`src/rtl/iitb_risc_pkg.sv`:
```
// Shared encodings and the EX-stage control bundle for the
// ALU flag control path.
package iitb_risc_pkg;

    localparam int ALU_OP_W = 2;

    localparam logic [3:0] OPC_ADI  = 4'b0000;
    localparam logic [3:0] OPC_ADD  = 4'b0001;
    localparam logic [3:0] OPC_NAND = 4'b0010;

    localparam logic [1:0] COND_NONE = 2'b00;
    localparam logic [1:0] COND_Z    = 2'b01;
    localparam logic [1:0] COND_C    = 2'b10;
    localparam logic [1:0] COND_L    = 2'b11;

    localparam logic [ALU_OP_W-1:0] ALU_ADD  = 2'b00;
    localparam logic [ALU_OP_W-1:0] ALU_NAND = 2'b01;
    localparam logic [ALU_OP_W-1:0] ALU_PASS = 2'b10;

    typedef struct packed {
        logic [ALU_OP_W-1:0] alu_op;
        logic                rwe;
        logic                cwe;
        logic                zwe;
        logic                cond_fail;
    } ex_ctrl_t;

endpackage

```
`src/rtl/alu_ctrl_decode.sv`:
```
// Combinational ALU-class decode with carry/zero predication.
// Produces the EX control bundle from ID-stage inputs.
module alu_ctrl_decode
    import iitb_risc_pkg::*;
#(
    parameter int INSTR_W = 16
) (
    input  logic [INSTR_W-1:0]  instr,
    input  logic [ALU_OP_W-1:0] alu_op,
    input  logic                rwe,
    input  logic                eff_c,
    input  logic                eff_z,
    output ex_ctrl_t            ctrl
);

    logic [3:0] opc;
    logic [1:0] cond;
    logic       is_alu;
    logic       is_nand;
    logic       need_c;
    logic       need_z;
    logic       unused_bits;

    assign opc         = instr[INSTR_W-1 -: 4];
    assign cond        = instr[1:0];
    assign unused_bits = ^instr[INSTR_W-5:2];

    always_comb begin
        is_alu  = 1'b0;
        is_nand = 1'b0;
        need_c  = 1'b0;
        need_z  = 1'b0;
        unique case (1'b1)
            (opc == OPC_ADI): begin
                is_alu = 1'b1;
            end
            (opc == OPC_ADD): begin
                is_alu = 1'b1;
                need_c = (cond == COND_C);
                need_z = (cond == COND_Z);
            end
            (opc == OPC_NAND) && (cond != COND_L): begin
                is_alu  = 1'b1;
                is_nand = 1'b1;
                need_c  = (cond == COND_C);
                need_z  = (cond == COND_Z);
            end
            default: begin
                is_alu = 1'b0;
            end
        endcase
    end

    always_comb begin
        ctrl        = '0;
        ctrl.alu_op = alu_op;
        ctrl.rwe    = rwe;
        if (is_alu) begin
            ctrl.alu_op = is_nand ? ALU_NAND : ALU_ADD;
            // A non-writing ALU instruction skips predication entirely
            if (!rwe) begin
                ctrl.rwe = 1'b0;
            end else if ((need_c && !eff_c) || (need_z && !eff_z)) begin
                ctrl.alu_op    = ALU_PASS;
                ctrl.rwe       = 1'b0;
                ctrl.cond_fail = 1'b1;
            end else begin
                ctrl.rwe = 1'b1;
                ctrl.cwe = !is_nand;
                ctrl.zwe = 1'b1;
            end
        end
    end

endmodule

```
`src/rtl/alu_flag_ctrl.sv`:
```
// Registered ALU control at ID/EX: flag forwarding, EX register,
// architectural carry/zero flags and a saturating fail counter.
module alu_flag_ctrl
    import iitb_risc_pkg::*;
#(
    parameter int DATA_W  = 16,
    parameter int INSTR_W = 16,
    parameter int ALUOP_W = 2,
    parameter int CNT_W   = 16
) (
    input  logic               clk,
    input  logic               reset,
    input  logic               id_valid,
    input  logic [INSTR_W-1:0] id_instr,
    input  logic [ALUOP_W-1:0] id_alu_op,
    input  logic               id_rwe,
    input  logic               stall,
    input  logic               flush,
    input  logic [DATA_W-1:0]  alu_result,
    input  logic               alu_carry,
    output logic               ex_valid,
    output logic [ALUOP_W-1:0] ex_alu_op,
    output logic               ex_rwe,
    output logic               ex_cwe,
    output logic               ex_zwe,
    output logic               ex_cond_fail,
    output logic               carry_flag,
    output logic               zero_flag,
    output logic [CNT_W-1:0]   fail_count
);

    ex_ctrl_t         dec;
    ex_ctrl_t         ex_q;
    logic             ex_valid_q;
    logic             carry_q;
    logic             zero_q;
    logic [CNT_W-1:0] fail_q;
    logic             res_zero;
    logic             eff_c;
    logic             eff_z;
    logic             commit;

    assign res_zero = (alu_result == '0);
    assign eff_c    = (ex_valid_q && ex_q.cwe) ? alu_carry : carry_q;
    assign eff_z    = (ex_valid_q && ex_q.zwe) ? res_zero : zero_q;
    // Flush overrides stall, so the EX instruction retires when flushed
    assign commit   = ex_valid_q && (flush || !stall);

    alu_ctrl_decode #(
        .INSTR_W (INSTR_W)
    ) u_decode (
        .instr  (id_instr),
        .alu_op (id_alu_op),
        .rwe    (id_rwe),
        .eff_c  (eff_c),
        .eff_z  (eff_z),
        .ctrl   (dec)
    );

    always_ff @(posedge clk or posedge reset) begin
        if (reset) begin
            ex_valid_q <= 1'b0;
            ex_q       <= '0;
        end else if (flush) begin
            ex_valid_q <= 1'b0;
            ex_q       <= '0;
        end else if (!stall) begin
            ex_valid_q <= id_valid;
            if (id_valid) begin
                ex_q <= dec;
            end else begin
                ex_q        <= '0;
                ex_q.alu_op <= dec.alu_op;
            end
        end
    end

    always_ff @(posedge clk or posedge reset) begin
        if (reset) begin
            carry_q <= 1'b0;
            zero_q  <= 1'b0;
            fail_q  <= '0;
        end else if (commit) begin
            if (ex_q.cwe) begin
                carry_q <= alu_carry;
            end
            if (ex_q.zwe) begin
                zero_q <= res_zero;
            end
            if (ex_q.cond_fail && (fail_q != '1)) begin
                fail_q <= fail_q + 1'b1;
            end
        end
    end

    assign ex_valid     = ex_valid_q;
    assign ex_alu_op    = ex_q.alu_op;
    assign ex_rwe       = ex_q.rwe;
    assign ex_cwe       = ex_q.cwe;
    assign ex_zwe       = ex_q.zwe;
    assign ex_cond_fail = ex_q.cond_fail;
    assign carry_flag   = carry_q;
    assign zero_flag    = zero_q;
    assign fail_count   = fail_q;

endmodule

```
`config.mk`:
```
export PLATFORM = sky130hd
export DESIGN_NAME = alu_flag_ctrl
export DESIGN_NICKNAME = d
export VERILOG_FILES = /design/src/rtl/iitb_risc_pkg.sv /design/src/rtl/alu_ctrl_decode.sv /design/src/rtl/alu_flag_ctrl.sv
export SDC_FILE = /design/constraint.sdc
export NUM_CORES = 1
export LEC_CHECK = 0
export BUFFER_PORTS_ARGS = -buffer_cell sky130_fd_sc_hd__buf_4
export CAP_MARGIN = 30
export CORE_ASPECT_RATIO = 0.5
export CORE_MARGIN = 3
export CORE_UTILIZATION = 45
export CTS_CLUSTER_DIAMETER = 60
export DETAILED_ROUTE_END_ITERATION = 10
export PLACE_DENSITY = 0.79
export REMOVE_ABC_BUFFERS = 1
export SETUP_SLACK_MARGIN = 0.05
export SYNTH_ARGS = -nofsm -noshare
export SYNTH_HDL_FRONTEND = slang
export SYNTH_SLANG_ARGS = --single-unit
```
`constraint.sdc`:
```
create_clock -name clk -period 2.35 [get_ports clk]
set_clock_uncertainty 0.15 [all_clocks]
set_input_delay 0.47 -clock clk [delete_from_list [all_inputs] [get_ports clk]]
set_output_delay 0.47 -clock clk [all_outputs]
set_load 0.03 [all_outputs]
```
; After elaboration in Yosys (flattened, before gate mapping)
; Index checks and enable logic that the tools add are counted.
[word_totals]
ff_bits = 25
inputBits = 41
[op_classes]
add_sub_neg = 1
n_eq_ne = 7
n_mux = 20
n_reduce_logical = 20
[op_table]
columns = cell, count
row1 = $mux W6, 3
row2 = $add A16 B1 Y16 const B, 1
row3 = $logic_not A16 Y1, 1
row4 = $ne A16 B16 Y1 const B, 1
row5 = $mux W1, 12
row6 = $logic_and A1 B1 Y1, 7
row7 = $mux W2, 3
row8 = $reduce_and A2 Y1, 3
row9 = $eq A4 B1 Y1 const B, 1
row10 = $eq A4 B2 Y1 const B, 1
row11 = $logic_not A1 Y1, 4
row12 = $logic_not A4 Y1, 1
row13 = $mux W4, 1
row14 = $mux W3, 1
row15 = $reduce_or A3 Y1, 1
row16 = $eq A2 B1 Y1 const B, 1
row17 = $eq A2 B2 Y1 const B, 1
row18 = $logic_or A1 B1 Y1, 2
row19 = $ne A2 B1 Y1 const B, 1
row20 = $ne A2 B2 Y1 const B, 1
row21 = $reduce_or A2 Y1, 1

; Depth between registers and ports, before layout
; Gate-level depths: netlist of the first run.
[logic_depth]
word_depth = 12
mapped_depth = 6

; By module
; A second synthesis of the first run with hierarchy kept.
[hier_totals]
cells_unflattened = 148
area_unflattened_um2 = 1415.1
[modules_own_cells]
columns = mod, n_inst, cells_each, area_per_inst_um2, seq_area_each_um2
row1 = alu_flag_ctrl, 1, 126, 1260.0, 625.6
row2 = alu_ctrl_decode, 1, 22, 155.1, 0.0

; Worst setup path after synthesis of the first run
; OpenSTA, ideal clock, no wires.
[synth_timing]
path_kind = reg-to-reg
startpoint = register fail_q[5] (netlist: fail_count[5])
endpoint = register fail_q[1] (netlist: fail_count[1])
setup_time_ps = 125
arrival_ps = 1662
required_time_ps = 2075
path_slack_ps = 413
stages_incl_launch_ff = 6
path_buffers = 0
cell_sequence = dfrtp_1 and4_1 and2_1 nand3_1 nand2_1 mux2_2
[synth_between]
elab_chain_cells = 3
[synth_lines]
columns = item, line
row1 = "start, declared", alu_flag_ctrl.sv:37  ; logic [CNT_W-1:0] fail_q;
row2 = "start signal, assigned", alu_flag_ctrl.sv:91  ; fail_q <= fail_q + 1'b1;
row3 = $ne A16 B16 Y1, alu_flag_ctrl.sv:90  ; if (ex_q.cond_fail && (fail_q != '1)) begin
row4 = $logic_and A1 B1 Y1, alu_flag_ctrl.sv:90
row5 = $reduce_and A2 Y1 (no line), --
; Every way passes these cells.
; A chain may end at the register's enable or synchronous reset.

; Worst setup path in the final report of the first run
; Same ends and word-level chain as after synthesis.

==> impl_metrics.ini, run 1 <==
[run_status]
outcome = finished, final reports clean

[synth]
synth_enable_flop_cells = 0
synth.avg_cell_area_sq_um = 10.1
synthTopCellsByArea = dfrtp_1, xnor2_1, nand2_1
synth_common_cells = dfrtp_1, nand2_1, xnor2_1
synth.top_cell.area_share = 0.468
ys.flop_type = dfrtp_1
ys_ff_latch = 25
synth_most_common_cell = dfrtp_1
synth_cell_type_count = 40
async_flop_share = 1.00
ys_seq_area_frac = 0.468
ys.warnings.count = 0
postSynthCellCount = 132
synth_top_cell_by_area = dfrtp_1
syn_area_sq_um = 1340

[global_routing]
globalRouteMet2Util = 0.371
antenna_found_initial = 0
top_usage_layer = met2
grt_pass1_wl_mm = 5.28
gr-usage-met1 = 0.199
grt_util_all_layers = 0.181
grt_util_met3 = 0.0446
grt_overflow = 0
grt_pass1_vias = 1180
grt_max_degree = 26

[routing]
num_vias = 1205
wire_per_inst_um = 13.4
drt_iter0_drc = 35
first_pass_iters = 4
drt_drc_violations_left = 0
wirelength_mm = 3.09
drt-vias-per-instance = 5.24
final_antenna_net_count = 0

[setup_path]
cp-end-kind = register
path_depth = 5
crit_type = register to register
cp-start-kind = register
cp_cell_sequence = and4_1 -> and2_1 -> nand3_1 -> nand2_1 -> mux2_2
ff2ff_path_depth = 5
cp.arrival_ns = 1.96
critPathBufInv = 0
critical_path.top_delay_family = simple AND/OR/NAND/NOR gates
required_ns = 2.36
cp_max_fo = 6
crit_slowest_cell = dfrtp_1
slowest_delay_ns = 0.43

[place]
place.port_buffers = 55
hpwl_mm = 2.46
gp_congestion = 0.724
dp.cells = 226

[floorplanning]
die-area_sq_um = 3700
die_x_um = 83.1
dieHeight_um = 44.5
core_sq_um = 2720
start_util = 0.492
num_rows = 13
io_pins = 66

[clock_network]
postCtsHoldBufs = 0
cts_sinks = 25
cts_setup_buffers = 0
cts_tree = built
cts_inserted_buffers = 3
root_buffer = clkbuf_8
htreeDepth = 1
clk_pin_slew_ns = 0.09
cts-resized-gates = 0
clock_path_buffers = 2
clk_latency_ns = 0.27

[sta]
maxSlewViolCount = 0
final.setup.tns_ns = 0
tightestPinTransition_ns = 0.393
rsz0062_at_grt = false
setup_viol = 0
relSlewSlack = 0.736
hold_viol = 0
period_needed_ns = 1.95
timing.final.crit_share = 0.830
fmax_mhz = 513

[layout]
multi_input_area_sq_um = 687
antenna_cells = 0
drive_above_1_share = 0.378
n_fill_cell = 213
nets = 236
synthToLayoutAreaGrowth_pct = 39.1
instances_no_fill = 230
seqCellArea_sq_um = 626

[run]
drv_cap = 0

[power_and_ir_drop]
power_density_nw_per_um2 = 436
irDropWorstVdd_mv = 0.205
p_leak_nw = 0.879

[min_path]
holdCritPathClass = input pin to async pin
==> final timing paths <==
check / to / slack, ns / from
setup / recovery: fail_count[1] / 0.40 / fail_count[5]
hold / removal: ex_valid / 0.1 / reset
setup reg to reg: fail_count[1] / 0.40 / fail_count[5]
hold reg to reg: fail_count[9] / 0.34 / fail_count[9]
max in group asynchronous: fail_count[2] / 1.71 / reset
min in group clk: ex_valid / 0.23 / flush
==> kinds of logic (layout without fill, tap and decap cells) <==
logic type / Yosys count / after routing / share of synthesized area
flip-flops: 25 / 25 / 0.468
multiplexers: 3 / 3 / 0.0243
AO/OA/AOI/OAI: 16 / 16 / 0.0918
AND/OR/NAND/NOR: 66 / 66 / 0.290
buffers and inverters: 6 / 67 / 0.0178
XOR/XNOR: 15 / 15 / 0.0983
adder cells (fa/ha/maj): 1 / 1 / 0.00936
==> placed cells by master (no fill, tap or decap), types with 2 or more instances in the layout <==
master	synthesis	final
nor2b_1	2	2
nand3_1	7	7
nand4_1	5	5
inv_1	5	5
xnor2_1	14	14
dfrtp_1	25	25
and2_1	2	2
clkbuf_8	0	3
o21ai_0	3	3
and3_1	3	3
a21oi_1	2	2
mux2_2	2	2
o31ai_2	2	2
nor2_1	9	9
nor3_1	3	3
a22oi_1	2	2
buf_4	0	58
nand2_1	18	18
nor4_1	3	3
nand4b_1	3	3
==> power by group <==
part | internal, W | switching (W)
clock | 0.000119 | 0.000142
sequential | 0.000436 | 0.00000583
combinational | 0.0000565 | 0.0000508
total | 0.000611 | 0.000199
==> flip-flops by register name, summed over array words and instances (netlist names) <==
register	count
fail_count	16
ex_alu_op	2
carry_flag	1
ex_cond_fail	1
ex_cwe	1
ex_rwe	1
ex_valid	1
ex_zwe	1
zero_flag	1
==> metrics by stage <==
stage                util  cell area (sq um)  hold WS, ns  worst slack [ns]  total power [W]
finish              0.684               1860       0.0980             0.399         0.000810
global route        0.684               1860        0.111             0.288         0.000847
CTS                 0.684               1860        0.104             0.399         0.000818
detailed placement  0.667               1810        0.334             0.309         0.000558
global placement    0.667               1810        0.328             0.338         0.000555
floorplan               -               1330        0.347             0.413         0.000493
==> final cells by class <==
class | instances | share of cell area
multi-input cells | 101 | 0.369
flip-flops and latches | 25 | 0.336
repair buffers | 58 | 0.234
well taps | 37 | 0.0249
clock buffers | 3 | 0.0222
inverters | 5 | 0.0101
clock inverters | 1 | 0.00269
==> metal layers <==
layer / vias to the layer above / wire length [um] / share of wire
met5: - / 0 / 0
met4: 0 / 19 / 0.0061
met3: 2 / 133 / 0.043
met2: 25 / 1670 / 0.54
met1: 581 / 1260 / 0.41
li1: 597 / - / -
==> tightest hold or removal path: stages <==
cell	delay [ns]
buf_4	0.10
inv_1	0.04
buf_4	0.31
Power figures use the tool's default switching activity.
==> run 2: changes to the inputs <==
Settings changed: ABC_AREA set to 1, CORE_UTILIZATION 45 to 46.
Clock period 2.35 ns to 1.91 ns, I/O delays scaled along.
==> impl_metrics.ini, run 2 <==
[routing]
drt-vias-per-instance = 4.74
drt_drc_violations_left = 0
drt_iter0_drc = 34
wire_per_inst_um = 11.7
num_vias = 1337
wirelength_mm = 3.30
final_antenna_net_count = 0
first_pass_iters = 4

[place]
dpl_cell_area_sq_um = 1880
dp.cells = 276
place.port_buffers = 55
gp_congestion = 0.869
hpwl_mm = 2.60

[clock_network]
clk_latency_ns = 0.27
cts_sinks = 25
clk_pin_slew_ns = 0.09
htreeDepth = 1
clock_path_buffers = 2
cts_inserted_buffers = 3
postCtsHoldBufs = 0
root_buffer = clkbuf_8
cts_tree = built

[global_routing]
grt_max_degree = 26
grt_pass1_vias = 1242
grt_overflow = 0
grt_pass1_wl_mm = 5.31
grt_util_all_layers = 0.175
antenna_found_initial = 0

[layout]
largest_register_ffs = 16
layout_common_cells = buf_4, nand2_1, nor2_1
instances_no_fill = 282
synthToLayoutAreaGrowth_pct = 37.7
antenna_cells = 0
final_common_cell = buf_4
nets = 288
drive_above_1_share = 0.298
stdcell_area_sq_um = 1940

[floorplanning]
die_x_um = 84.3
dieHeight_um = 45.1
io_pins = 66
core_sq_um = 2750
start_util = 0.513
num_rows = 13
die-area_sq_um = 3800

[synth]
synth_top_cell_by_area = dfrtp_1
ys.warnings.count = 0
synth_cell_type_count = 25
ys_seq_area_frac = 0.444
syn_area_sq_um = 1410
synth.avg_cell_area_sq_um = 7.70
synth_enable_flop_cells = 0
ys.flop_type = dfrtp_1
postSynthCellCount = 183
synth_common_cells = nand2_1, nor2_1, dfrtp_1
synthTopCellsByArea = dfrtp_1, nand2_1, nor2_1
ys_ff_latch = 25
async_flop_share = 1.00
synth.top_cell.area_share = 0.444
synth_most_common_cell = nand2_1

[setup_path]
slowest_delay_ns = 0.41
crit_type = register to register
crit_start = fail_count[1]
timing.rr.start = fail_count[1]
cp-start-kind = register
critical_path.top_delay_family = simple AND/OR/NAND/NOR gates
cp_max_fo = 10
cp_cell_sequence = ha_1 -> inv_1 -> nor2_4 -> nand4_2 -> nand2_4 -> inv_6 -> nand3_2 -> o21ai_0 -> nand2_1
cp.arrival_ns = 1.73
critPathBufInv = 2
required_ns = 1.92
crit_slowest_cell = dfrtp_1
cp-end-kind = register

[sta]
maxSlewViolCount = 0
tightestPinTransition_ns = 0.324
fmax_mhz = 581
rsz0062_at_grt = false
final.setup.tns_ns = 0
relSlewSlack = 0.784
timing.final.crit_share = 0.901
period_needed_ns = 1.72
setup_viol = 0
hold_viol = 0

[power_and_ir_drop]
p_total_w = 0.000999
p_leak_nw = 1.01
irDropWorstVdd_mv = 0.339
power_density_nw_per_um2 = 515

[run]
drv_cap = 0

[min_path]
holdCritPathClass = input pin to async pin

[run_status]
outcome = finished, final reports clean
run 2: cell types whose count changed in the layout (fill, tap and decap cells not counted), moves of 8 or more:
cell,change
inv_1,+13
nand2_1,+34
xor2_1,+8
nor2_1,+21
xnor2_1,-10
o21ai_0,+9
run 2: cell families after synthesis:
family / Yosys count / share of synthesized area
AOI/OAI and AO/OA: 18 / 0.0693
xor gates and xnor gates: 13 / 0.0808
adders and majority gates: 1 / 0.00888
buffers and inverters: 20 / 0.0568
DFF: 25 / 0.444
and+or+nand+nor: 106 / 0.340
run 2: metrics by stage:
step | util | worst slack (ns) | hold slack [ns]
6_report | 0.706 | 0.189 | 0.00310
5_1_grt | 0.706 | 0.0731 | 0.0212
4_1_cts | 0.701 | 0.120 | 0.0158
3_5_place_dp | 0.684 | 0.144 | 0.310
3_3_place_gp | 0.684 | 0.173 | 0.304
2_1_floorplan | - | 0.152 | 0.259
run 2: worst paths after layout:
| check | endpoint | slack (ns) | cells past startpoint |
|---|---|---|---|
| hold / removal | fail_count[0] | 0.003 | 3 |
| hold reg to reg | ex_alu_op[1] | 0.35 | 2 |
| max in group asynchronous | fail_count[1] | 1.36 | 3 |
| setup reg to reg | fail_count[10] | 0.19 | 9 |
| min in group clk | ex_alu_op[0] | 0.23 | 4 |
| setup / recovery | fail_count[10] | 0.19 | 9 |
run 2: what timing repair did:
item | CTS | global route
buffers inserted | 0 | 2
resized for setup | 0 | 0
endpoints found under the setup margin | 0 | 1
run 2: layout make-up:
| cell class | instances | area (sq um) |
|---|---|---|
| inverters | 19 | 76.3 |
| well taps | 37 | 46.3 |
| fillers | 240 | 808 |
| repair buffers | 59 | 443 |
| clock buffers | 3 | 41.3 |
| flip-flops and latches | 25 | 626 |
| clock inverters | 1 | 5.00 |
| multi-input cells | 138 | 703 |
run 2: tightest hold or removal path: stages:
cell   delay (ns)
buf_4        0.11
inv_1        0.04
buf_4        0.30
run 2: power by group:
group / internal (W) / total [W] / switching [W]
Sequential: 0.000538 / 0.000547 / 0.00000818
Clock: 0.000146 / 0.000313 / 0.000167
Combinational: 0.0000696 / 0.000139 / 0.0000695
run 2: layer usage:
| layer | wire length (um) | vias to the layer above | track usage |
|---|---|---|---|
| met1 | 1520 | 598 | 0.216 |
| met3 | 157 | 2 | 0.0437 |
| met2 | 1600 | 33 | 0.313 |
| met5 | 0 | - | 0 |
| li1 | - | 704 | - |
| met4 | 24 | 0 | 0.0481 |
